==> config.mk <==
export PLATFORM = sky130hd
export DESIGN_NAME = mem_bus_arbiter_flat
export DESIGN_NICKNAME = d
export VERILOG_FILES = /design/src/rtl/mem_bus_arbiter_if.sv /design/src/rtl/mem_bus_arbiter.sv /design/src/flat_wrapper.sv
export SDC_FILE = /design/constraint.sdc
export NUM_CORES = 1
export LEC_CHECK = 0
export BUFFER_PORTS_ARGS = -buffer_cell sky130_fd_sc_hd__buf_4
export CAP_MARGIN = 25
export CELL_PAD_IN_SITES_DETAIL_PLACEMENT = 1
export CELL_PAD_IN_SITES_GLOBAL_PLACEMENT = 1
export CORE_MARGIN = 5
export CORE_UTILIZATION = 26
export CTS_CLUSTER_DIAMETER = 50
export DETAILED_ROUTE_END_ITERATION = 8
export PLACE_DENSITY = 0.92
export SLEW_MARGIN = 20
export SYNTH_ARGS = -nofsm -noshare
export SYNTH_HDL_FRONTEND = slang
export SYNTH_SLANG_ARGS = --single-unit
==> constraint.sdc <==
create_clock -name clk -period 2.75 [get_ports clk]
set_clock_uncertainty 0.2 [all_clocks]
set_input_delay 0.275 -clock clk [delete_from_list [all_inputs] [get_ports clk]]
set_output_delay 0.275 -clock clk [all_outputs]
set_load 0.01 [all_outputs]
==> src/rtl/mem_bus_arbiter_if.sv <==
// Request/response and system-bus signals shared by the I-side, D-side and memory.
// The arbiter takes the master view; requesters and memory together take the slave view.
interface mem_bus_arbiter_if #(
  parameter int unsigned ADDR_W = 32,
  parameter int unsigned DATA_W = 32,
  parameter int unsigned BEAT_W = 2
);
  logic              i_req;
  logic [ADDR_W-1:0] i_addr;
  logic              i_grant;
  logic              i_ready;
  logic [DATA_W-1:0] i_rdata;

  logic              d_req;
  logic              d_rw;
  logic [ADDR_W-1:0] d_addr;
  logic [DATA_W-1:0] d_wdata;
  logic              d_grant;
  logic              d_ready;
  logic [DATA_W-1:0] d_rdata;
  logic [BEAT_W-1:0] d_beat;

  logic              sys_strobe;
  logic              sys_rw;
  logic [ADDR_W-1:0] sys_addr;
  logic [DATA_W-1:0] sys_wdata;
  logic [DATA_W-1:0] sys_rdata;
  logic              sys_ready;

  modport master (
    input  i_req, i_addr, d_req, d_rw, d_addr, d_wdata, sys_rdata, sys_ready,
    output i_grant, i_ready, i_rdata, d_grant, d_ready, d_rdata, d_beat,
           sys_strobe, sys_rw, sys_addr, sys_wdata
  );

  modport slave (
    output i_req, i_addr, d_req, d_rw, d_addr, d_wdata, sys_rdata, sys_ready,
    input  i_grant, i_ready, i_rdata, d_grant, d_ready, d_rdata, d_beat,
           sys_strobe, sys_rw, sys_addr, sys_wdata
  );
endinterface

==> src/rtl/mem_bus_arbiter.sv <==
// Memory bus arbiter: D-side fixed priority with a starvation guard for I-side fetch,
// fixed-length bursts with per-beat address sequencing and ready/data routing.
module mem_bus_arbiter #(
  parameter int unsigned ADDR_W     = 32,
  parameter int unsigned DATA_W     = 32,
  parameter int unsigned BURST_LEN  = 4,
  parameter int unsigned STARVE_MAX = 3
) (
  input  logic clk,
  input  logic rst,
  mem_bus_arbiter_if.master bus
);

  localparam int unsigned BEAT_W   = (BURST_LEN > 1) ? $clog2(BURST_LEN) : 1;
  localparam int unsigned STARVE_W = (STARVE_MAX > 0) ? $clog2(STARVE_MAX + 1) : 1;
  localparam logic [BEAT_W-1:0]   LAST_BEAT  = BEAT_W'(BURST_LEN - 1);
  localparam logic [STARVE_W-1:0] STARVE_TOP = STARVE_W'(STARVE_MAX);

  typedef enum logic [1:0] {
    IDLE  = 2'd0,
    GNT_I = 2'd1,
    GNT_D = 2'd2
  } state_e;

  state_e              state_q,  state_d;
  logic                i_grant_q, i_grant_d;
  logic                d_grant_q, d_grant_d;
  logic                strobe_q, strobe_d;
  logic                rw_q,     rw_d;
  logic [ADDR_W-1:0]   addr_q,   addr_d;
  logic [BEAT_W-1:0]   beat_q,   beat_d;
  logic [STARVE_W-1:0] starve_q, starve_d;
  logic                i_starved;

  assign i_starved = bus.i_req && (starve_q == STARVE_TOP);

  always_comb begin
    state_d   = state_q;
    i_grant_d = i_grant_q;
    d_grant_d = d_grant_q;
    strobe_d  = strobe_q;
    rw_d      = rw_q;
    addr_d    = addr_q;
    beat_d    = beat_q;
    starve_d  = starve_q;

    unique case (state_q)
      IDLE: begin
        // Arbitration: D wins unless I has waited through STARVE_MAX D grants.
        if (bus.d_req && !i_starved) begin
          state_d   = GNT_D;
          d_grant_d = 1'b1;
          strobe_d  = 1'b1;
          rw_d      = bus.d_rw;
          addr_d    = bus.d_addr;
          beat_d    = '0;
          if (!bus.i_req) begin
            starve_d = '0;
          end else if (starve_q != STARVE_TOP) begin
            starve_d = starve_q + STARVE_W'(1);
          end
        end else if (bus.i_req) begin
          state_d   = GNT_I;
          i_grant_d = 1'b1;
          strobe_d  = 1'b1;
          rw_d      = 1'b0;
          addr_d    = bus.i_addr;
          beat_d    = '0;
          starve_d  = '0;
        end
      end

      GNT_I, GNT_D: begin
        // Outputs hold through wait states; advance only on a completed beat.
        if (bus.sys_ready) begin
          if (beat_q == LAST_BEAT) begin
            state_d   = IDLE;
            i_grant_d = 1'b0;
            d_grant_d = 1'b0;
            strobe_d  = 1'b0;
            rw_d      = 1'b0;
            addr_d    = '0;
            beat_d    = '0;
          end else begin
            beat_d = beat_q + BEAT_W'(1);
            addr_d = addr_q + ADDR_W'(4);
          end
        end
      end

      default: begin
        state_d   = IDLE;
        i_grant_d = 1'b0;
        d_grant_d = 1'b0;
        strobe_d  = 1'b0;
        rw_d      = 1'b0;
        addr_d    = '0;
        beat_d    = '0;
      end
    endcase
  end

  always_ff @(posedge clk) begin
    if (rst) begin
      state_q   <= IDLE;
      i_grant_q <= 1'b0;
      d_grant_q <= 1'b0;
      strobe_q  <= 1'b0;
      rw_q      <= 1'b0;
      addr_q    <= '0;
      beat_q    <= '0;
      starve_q  <= '0;
    end else begin
      state_q   <= state_d;
      i_grant_q <= i_grant_d;
      d_grant_q <= d_grant_d;
      strobe_q  <= strobe_d;
      rw_q      <= rw_d;
      addr_q    <= addr_d;
      beat_q    <= beat_d;
      starve_q  <= starve_d;
    end
  end

  // Ready and read data pass straight through, gated to the granted side only.
  assign bus.i_grant    = i_grant_q;
  assign bus.d_grant    = d_grant_q;
  assign bus.sys_strobe = strobe_q;
  assign bus.sys_rw     = rw_q;
  assign bus.sys_addr   = addr_q;
  assign bus.d_beat     = beat_q;
  assign bus.sys_wdata  = d_grant_q ? bus.d_wdata : '0;
  assign bus.i_ready    = i_grant_q & bus.sys_ready;
  assign bus.d_ready    = d_grant_q & bus.sys_ready;
  assign bus.i_rdata    = i_grant_q ? bus.sys_rdata : '0;
  assign bus.d_rdata    = d_grant_q ? bus.sys_rdata : '0;

endmodule
==> src/flat_wrapper.sv <==
// flat-port wrapper written by rule: the top's interface ports become plain ports
module mem_bus_arbiter_flat 
#(
  parameter int unsigned ADDR_W     = 32,
  parameter int unsigned DATA_W     = 32,
  parameter int unsigned BURST_LEN  = 4,
  parameter int unsigned STARVE_MAX = 3
)
  (clk, rst, bus_i_req, bus_i_addr, bus_d_req, bus_d_rw, bus_d_addr, bus_d_wdata, bus_sys_rdata, bus_sys_ready, bus_i_grant, bus_i_ready, bus_i_rdata, bus_d_grant, bus_d_ready, bus_d_rdata, bus_d_beat, bus_sys_strobe, bus_sys_rw, bus_sys_addr, bus_sys_wdata);
  mem_bus_arbiter_if #(.ADDR_W(ADDR_W), .DATA_W(DATA_W)) bus_i ();
  input  logic clk;
  input  logic rst;
  input wire logic [$bits(bus_i.i_req)-1:0] bus_i_req;
  input wire logic [$bits(bus_i.i_addr)-1:0] bus_i_addr;
  input wire logic [$bits(bus_i.d_req)-1:0] bus_d_req;
  input wire logic [$bits(bus_i.d_rw)-1:0] bus_d_rw;
  input wire logic [$bits(bus_i.d_addr)-1:0] bus_d_addr;
  input wire logic [$bits(bus_i.d_wdata)-1:0] bus_d_wdata;
  input wire logic [$bits(bus_i.sys_rdata)-1:0] bus_sys_rdata;
  input wire logic [$bits(bus_i.sys_ready)-1:0] bus_sys_ready;
  output wire logic [$bits(bus_i.i_grant)-1:0] bus_i_grant;
  output wire logic [$bits(bus_i.i_ready)-1:0] bus_i_ready;
  output wire logic [$bits(bus_i.i_rdata)-1:0] bus_i_rdata;
  output wire logic [$bits(bus_i.d_grant)-1:0] bus_d_grant;
  output wire logic [$bits(bus_i.d_ready)-1:0] bus_d_ready;
  output wire logic [$bits(bus_i.d_rdata)-1:0] bus_d_rdata;
  output wire logic [$bits(bus_i.d_beat)-1:0] bus_d_beat;
  output wire logic [$bits(bus_i.sys_strobe)-1:0] bus_sys_strobe;
  output wire logic [$bits(bus_i.sys_rw)-1:0] bus_sys_rw;
  output wire logic [$bits(bus_i.sys_addr)-1:0] bus_sys_addr;
  output wire logic [$bits(bus_i.sys_wdata)-1:0] bus_sys_wdata;
  assign bus_i.i_req = bus_i_req;
  assign bus_i.i_addr = bus_i_addr;
  assign bus_i.d_req = bus_d_req;
  assign bus_i.d_rw = bus_d_rw;
  assign bus_i.d_addr = bus_d_addr;
  assign bus_i.d_wdata = bus_d_wdata;
  assign bus_i.sys_rdata = bus_sys_rdata;
  assign bus_i.sys_ready = bus_sys_ready;
  assign bus_i_grant = bus_i.i_grant;
  assign bus_i_ready = bus_i.i_ready;
  assign bus_i_rdata = bus_i.i_rdata;
  assign bus_d_grant = bus_i.d_grant;
  assign bus_d_ready = bus_i.d_ready;
  assign bus_d_rdata = bus_i.d_rdata;
  assign bus_d_beat = bus_i.d_beat;
  assign bus_sys_strobe = bus_i.sys_strobe;
  assign bus_sys_rw = bus_i.sys_rw;
  assign bus_sys_addr = bus_i.sys_addr;
  assign bus_sys_wdata = bus_i.sys_wdata;
  mem_bus_arbiter #(.ADDR_W(ADDR_W), .DATA_W(DATA_W), .BURST_LEN(BURST_LEN), .STARVE_MAX(STARVE_MAX)) u_core (.clk(clk), .rst(rst), .bus(bus_i));
endmodule
==> results.sh, run 1 <==
export IMPL_yosys_register_bits=42
export IMPL_nFillCells=1587
export IMPL_final_setup_tns_ps=0
export IMPL_numClockSinks=42
export IMPL_status="finished, final reports clean"
export IMPL_avgSynthCellArea_um2=7.45
export IMPL_synthTopCellsByArea="dfxtp_1, and2_1, mux2i_1"
export IMPL_routabilityCongestion=0.852
export IMPL_r2r_end="u_core.bus.sys_addr[13]"
export IMPL_cellPowerDensity_nw_per_um2=837
export IMPL_maxSlewHeadroom=0.588
export IMPL_fin_crit_ps=2520
export IMPL_ff2ff_setup_slack_ps=230
export IMPL_swShare=0.464
export IMPL_cp_slowest_stage_delay_ps=470
export IMPL_core_rowCount=41
export IMPL_min_path_type="input port to flip-flop"
export IMPL_synthFlopType="dfxtp_1"
export IMPL_grt_setup_unrepaired="false"
export IMPL_hpwl_um=14100
export IMPL_cts_tree="done"
export IMPL_gr_usage_all_layers=0.215
export IMPL_yosys_top_cells_count="and2_1, nor2_1, dfxtp_1"
export IMPL_synth_top_area_cell="dfxtp_1"
export IMPL_power_internal_mw=2.61
export IMPL_cts_root_buf="clkbuf_16"
export IMPL_wl_per_cell_um=20.1
export IMPL_ys_async_sr_fraction=0
export IMPL_ys_seq_area_frac=0.249
export IMPL_h_tree_depth=2
export IMPL_post_cts_resize_count=0
export IMPL_slew_violations=0
export IMPL_period_share=0.917
export IMPL_max_cap_violations=0
export IMPL_coreArea_um2=12700
export IMPL_startpoint="u_core.state_q[1]"
export IMPL_holdPathEnd="u_core.bus.sys_rw"
export IMPL_cts_hold_buf=0
export IMPL_final_setup_viol_count=0
export IMPL_grt_pass1_wl_um=26000
export IMPL_path_buf_inv=2
export IMPL_seqPwrFrac=0.239
export IMPL_multi_input_area_um2=2430
export IMPL_drt_initial_drc_count=297
export IMPL_crit_path_top_delay_cell="nor4b_1"
export IMPL_final_nets=859
export IMPL_cts_buffer_depth=2
export IMPL_synth_most_common_cell="and2_1"
export IMPL_critPathRequiredTime_ps=2740
export IMPL_grt_pass1_vias=4687
export IMPL_clock_latency_ps=290
export IMPL_numPortBuffers=269
export IMPL_clkTransAtPathRegs_ps=70
export IMPL_io_pins=270
export IMPL_drive_gt1_frac=0.426
export IMPL_p_sw_mw=2.26
export IMPL_overflow=0
export IMPL_post_route_util=0.459
export IMPL_holdPathStages=3
export IMPL_worst_path_max_fanout=9
export IMPL_synth_top_area_share=0.249
export IMPL_vdd_drop_max_uv=398
export IMPL_fp_dieW_um=124
export IMPL_die_h_um=124
export IMPL_regArea_um2=841
export IMPL_cp_start_kind="flip-flop"
export IMPL_clkPwrFrac=0.141
export IMPL_grt_max_degree=67
export IMPL_netlist_area_um2=3380
export IMPL_synth_edf_count=0
export IMPL_path_cells="inv_1 -> ha_1 -> nor4b_1 -> nand3_2 -> buf_4 -> a31oi_1 -> o21ai_0 -> o311ai_0"
export IMPL_end_kind="flip-flop"
export IMPL_hold_viol=0
export IMPL_die_area_um2=15400
export IMPL_cp_top_family="simple AND/OR/NAND/NOR gates"
export IMPL_vias=4550
export IMPL_post_cts_buffers=0
export IMPL_antenna_found_initial=0
export IMPL_n_antenna_cell=0
export IMPL_reg2reg_depth=8
export IMPL_tightest_slew_ps=617
export IMPL_cts_buffers=5
export IMPL_viasPerCell=5.10
export IMPL_r2r_start="u_core.state_q[1]"
export IMPL_area_growth_pct=72.1
export IMPL_synth_cells=454
export IMPL_drtPass1Iterations=5
export IMPL_path_class="flip-flop to flip-flop"
export IMPL_p_leak_nw=2.81
export IMPL_syn_nets=593
export IMPL_p_comb_frac=0.620
export IMPL_hp_start="bus_d_rw"
export IMPL_crit_arrival_ps=2510
export IMPL_wl_um=18000
export IMPL_drc=0
export IMPL_yosysWarnings=0
export IMPL_ant_nets=0
export IMPL_initial_core_util=0.267
export IMPL_max_freq_ghz=0.396
export IMPL_ys_types=51
==> area by class of cell <==
type	count	share of cell area
Multi-Input combinational cell	379	0.418
Clock inverter	2	0.00645
Timing Repair Buffer	285	0.368
Clock buffer	6	0.0222
Tap cell	172	0.0370
Sequential cell	42	0.145
Inverter	7	0.00452
==> how the worst max path moves through the flow <==
stage / endpoint / slack (ps) / depth (start not counted)
final: u_core.bus.sys_addr[13] / 230 / 8
after global routing: u_core.bus.sys_addr[13] / 7 / 8
after detailed placement: u_core.bus.sys_addr[13] / 220 / 8
after CTS: u_core.bus.sys_addr[13] / 190 / 8
after floorplan: u_core.bus.sys_addr[28] / 560 / 6
after global placement: u_core.bus.sys_addr[13] / 390 / 8
==> per-layer routing <==
layer	GRT usage	vias up	wire (um)
met4	0.0452	0	282
li1	-	2133	-
met1	0.258	2134	6710
met2	0.391	254	9160
met3	0.0472	29	1810
met5	0	-	0
==> registers in the layout, indices dropped and copies added, names as in the netlist <==
signal,count
u_core.bus.d_beat,2
u_core.bus.sys_addr,32
u_core.bus.sys_rw,1
u_core.bus.d_grant,1
u_core.state_q,2
u_core.bus.sys_strobe,1
u_core.starve_q,2
u_core.bus.i_grant,1
==> power groups by stage <==
| stage | clock [mW] | sequential [mW] | combinational (mW) |
|---|---|---|---|
| after floorplan | 0 | 1.16 | 1.41 |
| after global placement | 0 | 1.14 | 2.89 |
| after detailed placement | 0 | 1.15 | 2.97 |
| after CTS | 0.694 | 1.15 | 3.01 |
| after global routing | 0.717 | 1.19 | 3.27 |
| final | 0.688 | 1.16 | 3.02 |
==> cell families (layout without fill, tap and decap cells) <==
family,after synthesis,after routing,synth area share
multiplexers,30,30,0.0907
buffers and inverters,33,300,0.0377
AO/OA/AOI/OAI,90,90,0.168
adder cells (fa/ha/maj),5,5,0.0185
XOR/XNOR,11,11,0.0285
flip-flops,42,42,0.249
AND/OR/NAND/NOR,243,243,0.408
==> worst reg2reg max path: stages, from the launching register on <==
cell and delay [ps]:
dfxtp_1 390, inv_1 70, ha_1 400, nor4b_1 480, nand3_2 290, buf_4 250, a31oi_1 160, o21ai_0 90
o311ai_0 100
==> per-stage QoR <==
stage | total power, mW | std cells | worst slack (ps) | hold WS [ps] | cell area (um2)
finish | 4.87 | 893 | 227 | 63.0 | 5820
floorplan | 2.58 | 454 | 557 | 238 | 3380
CTS | 4.86 | 893 | 191 | 65.2 | 5810
global route | 5.18 | 893 | 7.24 | 76.8 | 5820
global placement | 4.03 | 885 | 390 | 262 | 5650
detailed placement | 4.12 | 885 | 223 | 271 | 5650
==> cell usage in the layout (no fill, tap or decap), types with 5 or more instances in the layout <==
| cell type | count |
|---|---|
| a21oi_1 | 32 |
| nand2b_1 | 5 |
| nand2_1 | 25 |
| mux2i_1 | 25 |
| nand3_1 | 25 |
| nand4_1 | 7 |
| mux2_2 | 5 |
| nor2_1 | 44 |
| o22ai_1 | 7 |
| xor2_1 | 7 |
| clkbuf_16 | 5 |
| ha_1 | 5 |
| nor3_1 | 9 |
| nor4_1 | 5 |
| buf_4 | 285 |
| and2_1 | 100 |
| dfxtp_1 | 42 |
| o21ai_0 | 20 |
| a22oi_1 | 6 |
| inv_1 | 7 |
Note: power is estimated with default switching activity, not from simulation.
==> inputs of run 2 (changes only) <==
Settings changed: ABC_AREA set to 1, ABC_CLOCK_PERIOD_IN_PS set to 2750, CORE_ASPECT_RATIO set to 1.4, CORE_UTILIZATION 26 to 25, PLACE_DENSITY 0.92 to 0.91.
==> run 2 against run 1 <==
Sequential cell count unchanged. Sequential share of layout area decreased by 0.58 points. Design area increased by 4.3%. Non-clock buffer count is 9 lower. Critical path depth grew 2. Die area up 14%. Sequential power is essentially flat. Power decreased by 1.5%. Worst setup slack gained 290 ps.
==> results.sh, run 2 <==
export IMPL_status="finished, final reports clean"
export IMPL_final_setup_tns_ps=0
export IMPL_drt_initial_drc_count=247
export IMPL_clock_latency_ps=300
export IMPL_h_tree_depth=2
export IMPL_coreArea_um2=14600
export IMPL_maxSlewHeadroom=0.616
export IMPL_path_class="flip-flop to flip-flop"
export IMPL_antenna_found_initial=6
export IMPL_final_common_cell="buf_4"
export IMPL_area_growth_pct=63.0
export IMPL_die_h_um=154
export IMPL_wl_um=19400
export IMPL_final_nets=1070
export IMPL_synthMuxAreaShare=0
export IMPL_hpwl_um=15900
export IMPL_synth_top_area_share=0.273
export IMPL_synthTopCellsByArea="nand2_1, dfxtp_1, inv_1"
export IMPL_vdd_drop_max_uv=295
export IMPL_tightest_slew_ps=576
export IMPL_initial_core_util=0.255
export IMPL_yosys_top_cells_count="nand2_1, inv_1, a21oi_1"
export IMPL_post_cts_resize_count=0
export IMPL_synth_top_area_cell="nand2_1"
export IMPL_drive_gt1_frac=0.332
export IMPL_clkTransAtPathRegs_ps=60
export IMPL_drtPass1Iterations=4
export IMPL_largest_register_ffs=32
export IMPL_slew_violations=0
export IMPL_yosysWarnings=0
export IMPL_routabilityCongestion=0.899
export IMPL_cellPowerDensity_nw_per_um2=790
export IMPL_crit_arrival_ps=2250
export IMPL_synthFlopType="dfxtp_1"
export IMPL_final_setup_viol_count=0
export IMPL_ys_async_sr_fraction=0
export IMPL_critPathRequiredTime_ps=2770
export IMPL_hold_viol=0
export IMPL_synth_edf_count=0
export IMPL_cts_buffers=5
export IMPL_viasPerCell=4.67
export IMPL_vias=5235
export IMPL_layout_common_cells="buf_4, nand2_1, inv_1"
export IMPL_synth_compound_area_frac=0.157
export IMPL_netlist_area_um2=3720
export IMPL_grt_pass1_wl_um=29200
export IMPL_end_kind="flip-flop"
export IMPL_core_rowCount=52
export IMPL_yosys_register_bits=42
export IMPL_cts_buffer_depth=2
export IMPL_grt_pass1_vias=5354
export IMPL_cts_hold_buf=0
export IMPL_p_leak_nw=3.67
export IMPL_avgSynthCellArea_um2=5.49
export IMPL_synth_cells=678
export IMPL_synth_top_family_by_area="simple AND/OR/NAND/NOR gates"
export IMPL_min_path_type="input port to flip-flop"
export IMPL_numClockSinks=42
export IMPL_finalPower_mw=4.79
export IMPL_syn_nets=817
export IMPL_worst_path_max_fanout=23
export IMPL_post_cts_buffers=0
export IMPL_gr_usage_all_layers=0.212
export IMPL_max_cap_violations=0
export IMPL_io_pins=270
export IMPL_grt_setup_unrepaired="false"
export IMPL_fin_crit_ps=2230
export IMPL_cts_root_buf="clkbuf_16"
export IMPL_overflow=0
export IMPL_cts_tree="done"
export IMPL_wl_per_cell_um=17.3
export IMPL_synthAdderAreaFrac=0.0168
export IMPL_fp_dieW_um=113
export IMPL_ys_seq_area_frac=0.226
export IMPL_grt_max_degree=41
export IMPL_synth_xor_xnor_area_share=0.0141
export IMPL_ys_types=28
export IMPL_numPortBuffers=269
export IMPL_drc=0
export IMPL_synth_most_common_cell="nand2_1"
export IMPL_die_area_um2=17500
export IMPL_cp_start_kind="flip-flop"
export IMPL_max_freq_ghz=0.448
export IMPL_ant_nets=0
export IMPL_synth_simple_area_share=0.410
export IMPL_period_share=0.811
## run 2: cell count changes after synthesis, moves of 8 or more
cell	before	now
a22oi_1	6	26
and2_1	100	5
a21oi_1	32	43
nor2_4	0	8
mux2i_1	25	0
nor3_1	9	0
inv_1	7	132
nor2_1	44	35
nand2_1	25	271
## run 2: power breakdown
group          switching (mW)  internal, mW
clock network           0.264         0.429
registers               0.327         0.815
logic                    1.73          1.22
total                    2.33          2.47
## run 2: cells by family (layout without fill, tap and decap cells)
family                   count (synthesis)  count (layout)
AO/OA/AOI/OAI                           95              95
XOR/XNOR                                 6               6
adder cells (fa/ha/maj)                  5               5
buffers and inverters                  166             420
flip-flops                              42              42
other                                    0               1
AND/OR/NAND/NOR                        364             364
## run 2: worst paths after layout
kind	from	endpoint	slack (ps)	depth (start not counted)
setup / recovery	u_core.state_q[0]	u_core.bus.sys_addr[1]	520	10
hold / removal	bus_i_req	u_core.starve_q[0]	90	3
setup reg to reg	u_core.state_q[0]	u_core.bus.sys_addr[1]	520	10
hold reg to reg	u_core.bus.sys_addr[0]	u_core.bus.sys_addr[0]	270	2
## run 2: worst max-delay path, stage by stage (launching register included)
cell	delay (ps)
dfxtp_1	340
inv_1	70
ha_1	240
inv_2	160
nor2_1	90
a21oi_4	170
inv_2	140
nor2_4	280
buf_12	210
nand3_1	90
a21oi_1	150
## run 2: layout make-up
class	count	area (um2)
inverters	136	510
diodes	1	2.50
well taps	189	236
clock buffers	6	129
flip-flops and latches	42	842
clock inverters	2	37.5
fillers	2001	8500
repair buffers	276	2080
multi-input cells	470	2230
## run 2: through the flow
stage	utilization	hold slack [ps]	setup slack (ps)	cells	area [um2]
6_report	0.416	85.7	519	1122	6070
5_1_grt	0.416	85.1	336	1121	6070
4_1_cts	0.416	79.2	513	1121	6070
3_5_place_dp	0.405	257	548	1113	5900
3_3_place_gp	0.405	255	672	1113	5900
2_1_floorplan	-	216	990	678	3720
## run 2: per-layer routing
layer	GRT usage	part of all wire	up-vias
li1	-	-	2555
met1	0.236	0.37	2408
met2	0.379	0.49	223
met3	0.0797	0.11	37
met4	0.0544	0.018	12
met5	0	0.0033	-
==> inputs of run 3 (changes only) <==
Settings changed: ABC_AREA 1 to 0, ABC_CLOCK_PERIOD_IN_PS 2750 to 1800, CORE_UTILIZATION 25 to 23, PLACE_DENSITY 0.91 to 0.86.
Clock period 2.75 ns to 1.8 ns, I/O delays scaled along.
==> run 3 against run 2 <==
The run now ends with setup timing left. Critical path depth shrank 3. Cell count shrank 10%. Sequential cell count is the same. Maximum frequency grew 5.3%. Clock power grew 33%. Die area shrank 1.2%. Via count grew 0.15%. Global-route usage grew 0.91 points. Critical endpoint is now u_core.bus.sys_addr[17].
==> results.sh, run 3 (synthesis gave the netlist of run 1 again) <==
export IMPL_critPathRequiredTime_ps=1820
export IMPL_cp_common_cell="buf_6"
export IMPL_grt_pass1_wl_um=30700
export IMPL_finalPower_mw=10.2
export IMPL_wl_per_cell_um=23.1
export IMPL_hold_viol=0
export IMPL_gr_usage_all_layers=0.221
export IMPL_cp_slowest_stage_delay_ps=360
export IMPL_initial_core_util=0.234
export IMPL_final_common_cell="buf_4"
export IMPL_die_h_um=153
export IMPL_max_freq_ghz=0.472
export IMPL_holdPathEnd="u_core.bus.sys_addr[4]"
export IMPL_h_tree_depth=2
export IMPL_r2r_end="u_core.bus.sys_addr[17]"
export IMPL_antenna_found_initial=0
export IMPL_drtPass1Iterations=5
export IMPL_fin_crit_ps=2120
export IMPL_ff2ff_setup_slack_ps=-320
export IMPL_period_share=1.18
export IMPL_ant_nets=0
export IMPL_slew_violations=0
export IMPL_fp_dieW_um=112
export IMPL_min_path_type="input port to flip-flop"
export IMPL_drc=0
export IMPL_vdd_drop_max_uv=816
export IMPL_wl_um=23400
export IMPL_coreArea_um2=14400
export IMPL_r2r_start="u_core.bus.sys_addr[2]"
export IMPL_max_cap_violations=0
export IMPL_overflow=0
export IMPL_grt_pass1_vias=5378
export IMPL_cts_root_buf="clkbuf_16"
export IMPL_end_kind="flip-flop"
export IMPL_grt_max_degree=43
export IMPL_setup_slack_ps=-318
export IMPL_cts_buffers=5
export IMPL_crit_path_top_delay_cell="dfxtp_4"
export IMPL_n_antenna_cell=0
export IMPL_reg2reg_depth=7
export IMPL_viasPerCell=5.19
export IMPL_hold_slack_ps=64.6
export IMPL_status="finished, violations left"
export IMPL_io_pins=270
export IMPL_final_setup_viol_count=39
export IMPL_p_leak_nw=3.46
export IMPL_final_nets=960
export IMPL_vias=5243
export IMPL_path_class="flip-flop to flip-flop"
export IMPL_area_growth_pct=120
export IMPL_cts_tree="done"
export IMPL_cp_start_kind="flip-flop"
export IMPL_crit_arrival_ps=2140
export IMPL_drt_initial_drc_count=299
export IMPL_layout_common_cells="buf_4, and2_1, nor2_1"
export IMPL_holdPathStages=4
export IMPL_clkTransAtPathRegs_ps=70
export IMPL_grt_setup_unrepaired="true"
export IMPL_maxSlewHeadroom=0.696
export IMPL_numPortBuffers=269
export IMPL_worst_path_max_fanout=7
export IMPL_numClockSinks=42
export IMPL_drive_gt1_frac=0.626
export IMPL_clock_latency_ps=300
export IMPL_hp_start="bus_i_addr[4]"
export IMPL_cellPowerDensity_nw_per_um2=1370
export IMPL_core_rowCount=52
export IMPL_path_cells="buf_6 -> nand4_1 -> nor4_4 -> buf_6 -> nand3_1 -> or3_1 -> a31oi_1"
export IMPL_hpwl_um=15200
export IMPL_finalInstanceArea_um2=7420
export IMPL_largest_register_ffs=32
export IMPL_routabilityCongestion=0.899
export IMPL_tightest_slew_ps=451
export IMPL_violations="setup timing"
export IMPL_detailed_place_area_um2=6370
export IMPL_die_area_um2=17300
export IMPL_cts_buffer_depth=2
==> run 3: where the power goes <==
| group | switching, mW | total, mW | internal, mW |
|---|---|---|---|
| registers | 0.398 | 1.72 | 1.32 |
| logic | 3.83 | 7.51 | 3.67 |
| clock network | 0.415 | 0.924 | 0.509 |
| total | 4.65 | 10.2 | 5.51 |
==> run 3: layout make-up <==
class / instances / area, um2
clock buffer: 6 / 129
clock inverter: 1 / 6.26
fill: 1705 / 7020
inverter: 7 / 28.8
multi-input combinational: 380 / 3020
sequential: 42 / 888
tap: 189 / 236
timing repair buffer: 385 / 3110
==> run 3: per-stage QoR <==
stage          setup WS, ps  utilization  std cells  TNS (ps)
6_report               -318        0.514       1010     -6340
5_1_grt                -336        0.514       1010     -7720
4_1_cts                -146        0.473        989     -2830
3_5_place_dp           -167        0.441        969     -3380
3_3_place_gp           -112        0.441        969     -1710
2_1_floorplan          -117            -        454      -774
==> run 3: worst max path at each step <==
stage | start | end | slack (ps) | cells past startpoint
floorplan | u_core.bus.sys_addr[6] | u_core.bus.sys_addr[28] | -120 | 5
global placement | u_core.state_q[0] | u_core.bus.sys_addr[26] | -110 | 5
detailed placement | u_core.state_q[0] | u_core.bus.sys_addr[8] | -170 | 7
CTS | u_core.bus.sys_addr[11] | u_core.bus.sys_addr[28] | -150 | 5
global route | u_core.bus.sys_addr[2] | u_core.bus.sys_addr[26] | -340 | 7
finish | u_core.bus.sys_addr[2] | u_core.bus.sys_addr[17] | -320 | 7
==> run 3: timing repair <==
item                                    CTS  global route
pin swaps                                24            44
gates resized for setup                  55           101
hold buffers                              3             0
endpoints found under the setup margin   34            40
gates cloned                              2             1
endpoints found under the hold margin     8             0
setup buffers                             9            21
==> run 3: critical path, delay by kind of cell (launching register included) <==
kind / cells / cell delay (ps)
compound gates: 1 / 180
buf+inv: 2 / 300
flops: 1 / 360
simple gates: 4 / 1010
==> run 3: routing by layer <==
layer / GRT usage / share of wire
met5: 0 / 0
met4: 0.0974 / 0.049
met3: 0.0392 / 0.061
met2: 0.400 / 0.52
met1: 0.251 / 0.37
